## src/rtl/mem_pkg.sv

```systemverilog
// Shared types and constants for the mem port arbiter and its masters.
package mem_pkg;

  localparam int unsigned ADDR_WIDTH = 16;

  typedef logic master_id_t;

  localparam master_id_t MASTER_CPU = 1'b0;
  localparam master_id_t MASTER_AUX = 1'b1;

  typedef struct packed {
    logic [ADDR_WIDTH-1:0] addr;
    logic                  wr;
    logic                  byt;
    logic [15:0]           wr_data;
  } mem_req_t;

  // A word access must be 16-bit aligned.
  function automatic logic misaligned(input mem_req_t r);
    return !r.byt && r.addr[0];
  endfunction

endpackage

```

## src/rtl/rr_arb2.sv

```systemverilog
// Two-way round-robin grant with bounded ownership lock.
module rr_arb2
  import mem_pkg::*;
#(
  parameter int unsigned LOCK_MAX = 8
) (
  input  logic clk,
  input  logic rst,
  input  logic req0,
  input  logic req1,
  input  logic lock0,
  input  logic lock1,
  output logic gnt0,
  output logic gnt1
);

  localparam int unsigned CW = $clog2(LOCK_MAX + 1);

  master_id_t    last;
  logic [CW-1:0] lock_cnt;
  logic          lock_flag;

  master_id_t win;
  logic       any;
  logic       hold;
  logic       win_lock;

  always_comb begin
    hold = lock_flag && (lock_cnt < CW'(LOCK_MAX));
    win  = last;
    if (req0 && !req1)      win = MASTER_CPU;
    else if (req1 && !req0) win = MASTER_AUX;
    else if (!hold)         win = ~last;
    any      = (req0 || req1) && !rst;
    gnt0     = any && (win == MASTER_CPU);
    gnt1     = any && (win == MASTER_AUX);
    win_lock = (win == MASTER_AUX) ? lock1 : lock0;
  end

  always_ff @(posedge clk or posedge rst) begin
    if (rst) begin
      last      <= MASTER_AUX;
      lock_cnt  <= '0;
      lock_flag <= 1'b0;
    end else if (any) begin
      last      <= win;
      lock_flag <= win_lock;
      if ((win == last) && win_lock) begin
        if (lock_cnt < CW'(LOCK_MAX)) lock_cnt <= lock_cnt + 1'b1;
      end else begin
        lock_cnt <= '0;
      end
    end
  end

endmodule

```

## src/rtl/mem_arb.sv

```systemverilog
// Two-master arbiter for the 16-bit mem port: grant muxing, read tagging, alignment error.
module mem_arb
  import mem_pkg::*;
#(
  parameter int unsigned AW       = ADDR_WIDTH,
  parameter int unsigned LOCK_MAX = 8
) (
  input  logic          clk,
  input  logic          rst,
  input  logic          m0_req,
  input  logic          m0_lock,
  input  logic [AW-1:0] m0_addr,
  input  logic          m0_wr,
  input  logic          m0_byt,
  input  logic [15:0]   m0_wr_data,
  output logic          m0_gnt,
  output logic [15:0]   m0_rd_data,
  output logic          m0_rd_valid,
  input  logic          m1_req,
  input  logic          m1_lock,
  input  logic [AW-1:0] m1_addr,
  input  logic          m1_wr,
  input  logic          m1_byt,
  input  logic [15:0]   m1_wr_data,
  output logic          m1_gnt,
  output logic [15:0]   m1_rd_data,
  output logic          m1_rd_valid,
  output logic [AW-1:0] mem_addr,
  output logic          mem_wr,
  output logic          mem_byt,
  output logic [15:0]   mem_wr_data,
  input  logic [15:0]   mem_rd_data,
  output logic          err,
  input  logic          err_clr
);

  mem_req_t      req0, req1, sel;
  logic          any_gnt;
  logic [AW-1:0] addr_q;
  logic          tag_valid;
  master_id_t    tag_master;

  rr_arb2 #(.LOCK_MAX(LOCK_MAX)) u_arb (
    .clk   (clk),
    .rst   (rst),
    .req0  (m0_req),
    .req1  (m1_req),
    .lock0 (m0_lock),
    .lock1 (m1_lock),
    .gnt0  (m0_gnt),
    .gnt1  (m1_gnt)
  );

  // The shared struct carries ADDR_WIDTH bits; AW is expected not to exceed it.
  always_comb begin
    req0        = '{addr: ADDR_WIDTH'(m0_addr), wr: m0_wr, byt: m0_byt, wr_data: m0_wr_data};
    req1        = '{addr: ADDR_WIDTH'(m1_addr), wr: m1_wr, byt: m1_byt, wr_data: m1_wr_data};
    any_gnt     = m0_gnt || m1_gnt;
    sel         = m1_gnt ? req1 : req0;
    mem_wr      = any_gnt && sel.wr;
    mem_byt     = any_gnt && sel.byt;
    mem_wr_data = any_gnt ? sel.wr_data : '0;
    mem_addr    = any_gnt ? AW'(sel.addr) : addr_q;
  end

  always_ff @(posedge clk or posedge rst) begin
    if (rst) begin
      addr_q     <= '0;
      tag_valid  <= 1'b0;
      tag_master <= MASTER_CPU;
      err        <= 1'b0;
    end else begin
      tag_valid <= any_gnt && !sel.wr;
      if (any_gnt) begin
        addr_q     <= AW'(sel.addr);
        tag_master <= m1_gnt ? MASTER_AUX : MASTER_CPU;
      end
      if (any_gnt && misaligned(sel)) err <= 1'b1;
      else if (err_clr)               err <= 1'b0;
    end
  end

  always_comb begin
    m0_rd_valid = tag_valid && (tag_master == MASTER_CPU);
    m1_rd_valid = tag_valid && (tag_master == MASTER_AUX);
    m0_rd_data  = m0_rd_valid ? mem_rd_data : '0;
    m1_rd_data  = m1_rd_valid ? mem_rd_data : '0;
  end

endmodule

```

## config.mk

```make
export PLATFORM = sky130hd
export DESIGN_NAME = mem_arb
export DESIGN_NICKNAME = d
export VERILOG_FILES = /design/src/rtl/mem_pkg.sv /design/src/rtl/rr_arb2.sv /design/src/rtl/mem_arb.sv
export SDC_FILE = /design/constraint.sdc
export NUM_CORES = 1
export LEC_CHECK = 0
export BUFFER_PORTS_ARGS = -buffer_cell sky130_fd_sc_hd__buf_4
export CORE_ASPECT_RATIO = 0.8
export CORE_MARGIN = 5
export CORE_UTILIZATION = 41
export CTS_CLUSTER_SIZE = 16
export DETAILED_ROUTE_END_ITERATION = 8
export GPL_ROUTABILITY_DRIVEN = 0
export GPL_TIMING_DRIVEN = 0
export PLACE_DENSITY = 0.93
export RECOVER_POWER = 50
export SYNTH_ARGS = -nofsm -noshare
export SYNTH_HDL_FRONTEND = slang
export SYNTH_SLANG_ARGS = --single-unit
```

## constraint.sdc

```tcl
create_clock -name clk -period 3.7 [get_ports clk]
set_input_delay 0.37 -clock clk [delete_from_list [all_inputs] [get_ports clk]]
set_output_delay 0.37 -clock clk [all_outputs]
set_load 0.05 [all_outputs]
```

* After elaboration in Yosys (flattened, before gate mapping)
Index checks and enable logic that the tools add are counted.
** Word-level totals
- Flip-flop bits (word level) :: 25
- Bits of input ports :: 91
- Output and inout port bits :: 71
- Word-level logic and storage cells :: 51
** Operators by class
- $add $sub $neg :: 1
- $lt $le $gt $ge :: 1
- Equality and inequality tests :: 2
- Multiplexer cells :: 14
- Bitwise logic cells :: 3
- Reduce and logical (&&, ||, !) cells :: 23
** Operators with widths (number)
- $mux W16 :: 4
- $mux W34 :: 1
- $logic_and A1 B1 Y1 :: 14
- $mux W4 :: 2
- $mux W1 :: 7
- $logic_not A1 Y1 :: 5
- $add A4 B1 Y4 const B :: 1
- $lt A4 B4 Y1 const B :: 1
- $not A1 Y1 :: 3
- $logic_or A1 B1 Y1 :: 2
- $ne A2 B1 Y1 const B :: 1
- $reduce_and A2 Y1 :: 1
- $reduce_bool A2 Y1 :: 1
- $eq A1 B1 Y1 :: 1

* Depth between registers and ports, before layout
Gate-level depths: netlist of run 1.
- Word-level depth :: 11
- Mapped depth :: 6
- Mapped depth without buffers :: 5

* Modules after synthesis
A second synthesis of run 1 with hierarchy kept.
** Unflattened totals
- Cells, all modules :: 193
- Area total of the unflattened synthesis :: 1765.4 µm²
** Modules (own cells, without submodules)
- mem_arb :: instances 1, cells each 142, area an instance 1308.8 µm²
- rr_arb2 :: instances 1, cells each 51, area an instance 456.7 µm²

* Worst setup path after synthesis of run 1
OpenSTA, ideal clock, no wires.
- Path kind :: in2out
- From :: input port rst
- To :: output port mem_wr_data[10]
- Data arrival time :: 2.425 ns
- Required time :: 3.330 ns
- Setup slack :: 0.905 ns
- Stages :: 5
- Buffers on the path :: 2
- Path through :: inv_1 o21ai_0 buf_2 clkbuf_1 a21oi_1
** Between the ends
- Longest elaborated chain between the ends :: 5
- Elaborated cells between the ends (all ways) :: 7
- Those cells by class :: mux (2); reduce/logical (5)
** Ends and longest elaborated chain
- from (decl) :: line mem_arb.sv:9 : input logic rst,
- $logic_not A1 Y1 * :: line rr_arb2.sv:34 : any = (req0 || req1) && !rst;
- $logic_and A1 B1 Y1 * :: line rr_arb2.sv:34
- $logic_and A1 B1 Y1, on equally long branches :: line rr_arb2.sv:36, rr_arb2.sv:35
- $mux W34 or $logic_or A1 B1 Y1 (tied branches) :: line mem_arb.sv:59, mem_arb.sv:58
- $mux W16 * :: line mem_arb.sv:62 : mem_wr_data = any_gnt ? sel.wr_data : '0;
- to (decl) :: line mem_arb.sv:31 : output logic [15:0] mem_wr_data,
Every way passes the cells marked *; elsewhere a longest branch is shown, timed or not.

* Worst setup path in the final report of run 1
Same ends and word-level chain as after synthesis.

==> results of run 1 <==
[logic make-up after synthesis]
logic type      share of synthesized area
buf+inv                           0.05544
xor+xnor                          0.01780
compound gates                     0.2464
fa+ha+maj                         0.02053
flops                              0.3429
simple gates                       0.2950
mux                               0.02190
[path summary, 6_finish.rpt]
| kind | endpoint | cells past startpoint | from | slack (ps) |
|---|---|---|---|---|
| max | mem_wr_data[10] | 7 | rst | 670 |
| min | addr_q[10]$_DFF_PP0_ | 2 | rst | 340 |
| max reg2reg | err$_DFFE_PP0P_ | 5 | u_arb.last$_DFFE_PP1P_ | 1590 |
| min reg2reg | addr_q[0]$_DFF_PP0_ | 1 | addr_q[0]$_DFF_PP0_ | 500 |
| max in group asynchronous | addr_q[3]$_DFF_PP0_ | 2 | rst | 2800 |
| min in group clk | addr_q[14]$_DFF_PP0_ | 3 | m1_addr[14] | 360 |
[cells in the final DEF, fill, tap and decap left out, types with 2 or more instances in the layout]
cell type | Yosys | final
inv_1 | 4 | 4
nand2_1 | 51 | 51
dfrtp_1 | 24 | 24
a211oi_1 | 1 | 3
nor2b_1 | 2 | 2
clkbuf_1 | 7 | 37
clkbuf_8 | 0 | 3
a21oi_1 | 33 | 34
or3_1 | 2 | 2
buf_4 | 1 | 134
buf_2 | 6 | 4
a21o_1 | 4 | 4
nor2_1 | 22 | 22
and2_1 | 18 | 17
and3_1 | 16 | 16
mux2i_1 | 4 | 4
buf_6 | 2 | 2
a22o_1 | 2 | 2
a21oi_2 | 20 | 19
[final cells by class]
cell class,instances,area (um^2),share of cell area
timing repair buffer,161,1104,0.3657
inverter,4,15.01,0.004975
tap,57,71.32,0.02363
clock inverter,1,5.005,0.001658
buffer,16,83.83,0.02778
sequential,25,626.9,0.2077
clock buffer,3,41.29,0.01368
multi-input combinational,188,1071,0.3549
[stage by stage]
stage                     area [um^2]  worst slack [ps]  total power [mW]  hold slack [ps]  std cells
after floorplan                  1828             905.2            0.9038            402.5        233
after global placement           3108             721.1             1.150            460.0        451
after detailed placement         3108             701.5             1.166            478.0        451
after CTS                        3154             688.7             1.329            352.6        455
after global routing             3018             332.3             1.365            362.9        455
final                            3018             666.3             1.300            339.7        455
[registers in the layout, indices dropped and copies added (netlist names)]
name	count
addr_q	16
err	1
tag_master	1
tag_valid	1
u_arb.last	1
u_arb.lock_cnt	4
u_arb.lock_flag	1
[where the power goes]
group / total (mW) / leakage (nW) / internal (mW) / switching, mW
combinational: 0.790 / 1.25 / 0.264 / 0.525
sequential: 0.350 / 0.294 / 0.325 / 0.0251
clock: 0.161 / 0.0255 / 0.0753 / 0.0857
total: 1.30 / 1.57 / 0.664 / 0.636
[worst reg2reg max path, cell delays in order (launching register included)]
cell      delay, ps
dfstp_2         520
clkbuf_1        310
xor2_1          170
a211oi_1        580
mux2i_1         200
a22o_1          230
[per-layer routing]
| metal | track usage | vias up | wire length [um] |
|---|---|---|---|
| met3 | 0.06176 | 9 | 564 |
| li1 | - | 1115 | - |
| met4 | 0.05624 | 0 | 105 |
| met2 | 0.4040 | 89 | 3484 |
| met1 | 0.2308 | 1028 | 2503 |
| met5 | 0 | - | 0 |
==> metrics.md, run 1 <==
| Metric | Value |
|---|---|
| ANT nets after route | 0 |
| Layout cell share with drive strength beyond 1 | 0.4221 |
| Distinct cell type count after synthesis | 32 |
| Fmax | ~0.33 GHz |
| Drc violations | 0 |
| Most frequent cell after synthesis | nand2_1 |
| Skew final | slightly below 1 ps |
| N_diodes | 0 |
| Cells after Synth | roughly 230 |
| Core ar. | around 4300 um^2 |
| Post-CTS sizing | 0 |
| Startpoint types | input pin |
| Crit path DAT | 2660 ps |
| Final HPWL DP | around 5.5 mm |
| Top FF cell, synth | dfrtp_1 |
| Nets | 491 |
| Initial antenna violation count | 0 |
| Util after Layout | 0.7090 |
| DR pass1 iterations | 4 |
| Vias per cell | about 4.9 |
| Synth area leader | dfrtp_1 |
| Clk sinks | 25 |
| Rows | 21 |
| CP cell instances | clkbuf_1 > inv_1 > o21ai_0 > clkbuf_1 > clkbuf_1 > a21oi_1 > buf_4 |
| Ranking of synthesized cells by area | dfrtp_1 (33%), nand2_1 (10%), a21oi_2 (9.6%) |
| Setup TNS Final | 0 ps |
| Top cell type's share of synthesized area | 0.3285 |
| Initial core utilization | 0.4295 |
| Worst VDD drop | 0.3304 mV |
| Postcts setup bufs | 0 |
| WP buf/inv | 5 |
| CP max stage cell | inv_1 |
| Syn_nets | about 330 |
| Worst Max-Slew Pin Slew | approximately 930 ps |
| Synth-to-Final Area Change | 65.09% |
| Die area | approximately 6000 um^2 |
| Flops & latches, synth | 25 |
| Sequential element share of the synthesized area | 0.3429 |
| Fin crit share | 0.8199 |
| Worst path most repeated cell | clkbuf_1 |
| Filler cells | 357 |
| Delay of the slowest critical-path stage | about 700 ps |
| Worst slew margin | 0.3801 |
| Final setup fails | 0 |
| Synth top cells by count | nand2_1 (51), a21oi_1 (33), dfrtp_1 (24) |
| Root Driver | clkbuf_8 |
| Vias in the first global route | 2266 |
| WP data required | between 3000 and 4000 ps |
| Max-Cap Viols | 0 |
| Leakage Power | roughly 1.6 nW |
| PD cells | ~430 nW/um^2 |
| Grt ovf | 0 |
| Die height | ~70 um |
| Post-synth EDFFs | 0 |
| CP Class | in2out |
| Hold WC Path Type | in2async |
| CTS tree | built |
| Crit Path Max Fanout | 26 |
| Gr usage total | 0.2141 |
| IO buf count | roughly 160 |
| Clock Path Buffers | 2 |
| First-pass GRT wire length | around 10 mm |
| Worst-Skew Late Latency | around 270 ps |
| H-tree depth | 1 |
| Yosys warns | 0 |
| Total number of vias | about 2200 |
| Post-Syn Area | 1828 um^2 |
| CTS Hold Bufs | 0 |
| Fin. max-slew vios | 0 |
| Critical Path Sink Type | output pin |
| Ys async rst share | 1.000 |
| CTS clk-pin slew, worst paths | 90 ps |
| Largest net degree at the start of global routing | 27 |
| Clock period minus worst slack | a little over 3000 ps |
| Syn Area/Cell | between 7 and 8 um^2 |
| Top delay family on crit path | buffers and inverters |
| RSZ-0062 raised after global routing | false |
| Die width | between 80 and 90 um |
| WL final | roughly 6.7 mm |
| Final hold vios | 0 |
| I/O pin total | 162 |
| 1st-iter DRT viols | a little over 80 |
| Total CTS buffers | 3 |
| Status | finished, final reports clean |
| Avg WL per Cell | ~15 um |
No activity file was read; power rests on OpenSTA's default activity.
==> run 2, diff against run 1 <==
--- a/config.mk
+++ b/config.mk
@@ -8,12 +8,12 @@
 export BUFFER_PORTS_ARGS = -buffer_cell sky130_fd_sc_hd__buf_4
 export CORE_ASPECT_RATIO = 0.8
 export CORE_MARGIN = 5
-export CORE_UTILIZATION = 41
+export CORE_UTILIZATION = 34
 export CTS_CLUSTER_SIZE = 16
 export DETAILED_ROUTE_END_ITERATION = 8
 export GPL_ROUTABILITY_DRIVEN = 0
 export GPL_TIMING_DRIVEN = 0
-export PLACE_DENSITY = 0.93
+export PLACE_DENSITY = 0.84
 export RECOVER_POWER = 50
 export SYNTH_ARGS = -nofsm -noshare
 export SYNTH_HDL_FRONTEND = slang
==> constraint.sdc (replaced) <==
create_clock -name clk -period 2.7 [get_ports clk]
set_input_delay 0.27 -clock clk [delete_from_list [all_inputs] [get_ports clk]]
set_output_delay 0.27 -clock clk [all_outputs]
set_load 0.05 [all_outputs]
==> metrics.md, run 2 (synthesized netlist as in run 1, its figures left out) <==
| Metric | Value |
|---|---|
| Status | finished, violations left |
| Failing checks | hold timing |
| PD cells | 579.0 nW/um^2 (+34%) |
| R2R cell count | 5 (unchanged) |
| Postcts setup bufs | 0 (unchanged) |
| Initial antenna violation count | 0 (unchanged) |
| N_diodes | 0 (unchanged) |
| Max-Cap Viols | 0 (unchanged) |
| Vias per cell | 4.868 (-1.2%) |
| Met2 Track Usage GR | 0.3487 (-0.05529) |
| Rows | 23 (+9.5%) |
| First-pass GRT wire length | 10.12 mm (-3.6%) |
| Worst Slack Setup Final | 151.8 ps (-514.6 ps) |
| Most common cell after layout, fill and taps aside | buf_4 |
| Final non-filler cell total | 461 (+1.3%) |
| WP data required | 2430 ps (-900 ps) |
| GRT met1 Usage | 0.1882 (-0.04264) |
| 1st-iter DRT viols | 81 (-2.4%) |
| Hold WC Path Type | in2async |
| Avg WL per Cell | 14.43 um (-1.4%) |
| Core ar. | 5122 um^2 (+20%) |
| Die area | 6952 um^2 (+18%) |
| Final hold vios | 11 (+11) |
| RSZ-0062 raised after global routing | false |
| Root Driver | clkbuf_8 |
| Reg2reg start | u_arb.last$_DFFE_PP1P_ |
| Gr usage total | 0.1769 (-0.03725) |
| DR pass1 iterations | 4 (unchanged) |
| Final instance area | 3057 um^2 (+1.3%) |
| Max FFs per register | 16 (unchanged) |
| Biggest register | addr_q |
| Startpoint types | flop |
| Skew final | 4.379 ps (+3.394 ps) |
| CTS tree | built |
| Clk sinks | 25 (unchanged) |
| Drc violations | 0 (unchanged) |
| CTS clk-pin slew, worst paths | 90 ps (about the same) |
| Final HPWL DP | 5.475 mm (-0.67%) |
| Die width | 91.98 um (+8.7%) |
| Reg2reg end | err$_DFFE_PP0P_ |
| Die height | 75.59 um (+8.4%) |
| I/O pin total | 162 (unchanged) |
| Crit Path Max Fanout | 6 (-77%) |
| Crit path DAT | 2280 ps (-380 ps) |
| Regs by FF count | addr_q: 16 flops, u_arb.lock_cnt: 4 flops |
| Worst VDD drop | 0.4856 mV (+47%) |
| Grt peak-use layer | met2 |
| Largest net degree at the start of global routing | 27 (unchanged) |
| Nets | 492 (+0.20%) |
| CTS Hold Bufs | 0 (unchanged) |
| IO buf count | 161 (unchanged) |
| Worst slew margin | 0.5575 (+0.1775) |
| WL final | 6.650 mm (-0.12%) |
| Area after DPL | 3114 um^2 (+0.20%) |
| Setup TNS Final | 0 ps (unchanged) |
| CP Class | reg2out |
| Clock Path Buffers | 2 (unchanged) |
| Grt ovf | 0 (unchanged) |
| Worst-Skew Late Latency | 260 ps (about the same) |
| Most frequent cells in the layout | buf_4 (148), nand2_1 (51), a21oi_1 (40), dfrtp_1 (24), nor2_1 (22) |
| Worst R2R Setup Slack | 740 ps (-850 ps) |
| Clock period minus worst slack | roughly 2500 ps |
| Fin crit share | 0.9438 |
| GRT met3 Usage | 0.05232 (-0.009438) |
| Util after Layout | 0.5967 (-0.1123) |
| Total CTS buffers | 3 (unchanged) |
| Dpl cells | 456 (+1.1%) |
| H-tree depth | 1 (unchanged) |
| Worst Max-Slew Pin Slew | 659.7 ps (-269.2 ps) |
| Place WS | -96.54 ps (-798.0 ps) |
| Synth-to-Final Area Change | 67.21% |
| Leakage Power | 1.615 nW (+3.1%) |
| Vias in the first global route | 2262 (-0.18%) |
| Worst Hold Slack | -20.23 ps (-359.9 ps) |
| Fin. max-slew vios | 0 (unchanged) |
| ANT nets after route | 0 (unchanged) |
| Final setup fails | 0 (unchanged) |
| Fmax | 0.3924 GHz |
| Layout cell share with drive strength beyond 1 | 0.4461 (+0.02400) |
| Total number of vias | 2244 (+0.13%) |
| Initial core utilization | 0.3569 (-0.07259) |
| Critical Path Sink Type | output pin |
## run 2: changes by cell type in the layout (fill, tap and decap cells not counted)
cell | before | now
clkinvlp_4 | 0 | 1
maj3_2 | 1 | 0
buf_2 | 4 | 6
buf_4 | 134 | 148
a21oi_2 | 19 | 13
clkbuf_1 | 37 | 21
maj3_1 | 0 | 1
and2_1 | 17 | 18
xnor2_2 | 1 | 0
and2_0 | 1 | 0
inv_1 | 4 | 3
clkinvlp_2 | 0 | 1
a21oi_1 | 34 | 40
xnor2_1 | 0 | 1
## run 2: critical path, cell delays in order, from the launching register on
cell and delay (ps):
dfstp_2 520, buf_2 180, xor2_1 110, a211oi_1 600, a22o_1 270, a21o_1 120
buf_4 200
## run 2: timing repair
item	CTS	global route
resized for setup	1	0
endpoints found under the setup margin	10	17
gates cloned	0	1
hold endpoints to repair	0	0
## run 2: routing by layer
layer	vias to the layer above	routed length, um
met5	-	0
met4	0	85
met3	6	574
met2	93	3419
met1	1028	2570
li1	1117	-
## run 2: cell type report
class                      count  area (um^2)
tap                           62        77.57
fill                         479         2066
timing repair inverter         1        5.005
multi-input combinational    188         1040
timing repair buffer         161         1156
inverter                       4        18.77
buffer                        16        86.33
clock inverter                 1        5.005
sequential                    25        626.9
clock buffer                   3        41.29
## run 2: power breakdown
part	internal (mW)	switching [mW]	total [mW]
Sequential	0.445	0.0336	0.478
Combinational	0.363	0.710	1.07
Clock	0.103	0.116	0.219
## run 2: per-stage QoR
stage	power, mW	hold WS, ps
global route	1.873	-17.89
floorplan	1.239	302.5
detailed placement	1.602	483.0
CTS	1.819	92.57
finish	1.770	-20.23
global placement	1.582	473.9
## run 2: how the worst max path moves through the flow
stage / startpoint / end / slack [ps] / cells past startpoint
floorplan: rst / mem_wr_data[10] / 110 / 5
global placement: rst / mem_wr_data[9] / -120 / 7
detailed placement: rst / mem_wr_data[9] / -100 / 7
CTS: rst / mem_wr_data[9] / 80 / 7
global route: u_arb.last$_DFFE_PP1P_ / mem_byt / 50 / 6
finish: u_arb.last$_DFFE_PP1P_ / mem_addr[0] / 150 / 6
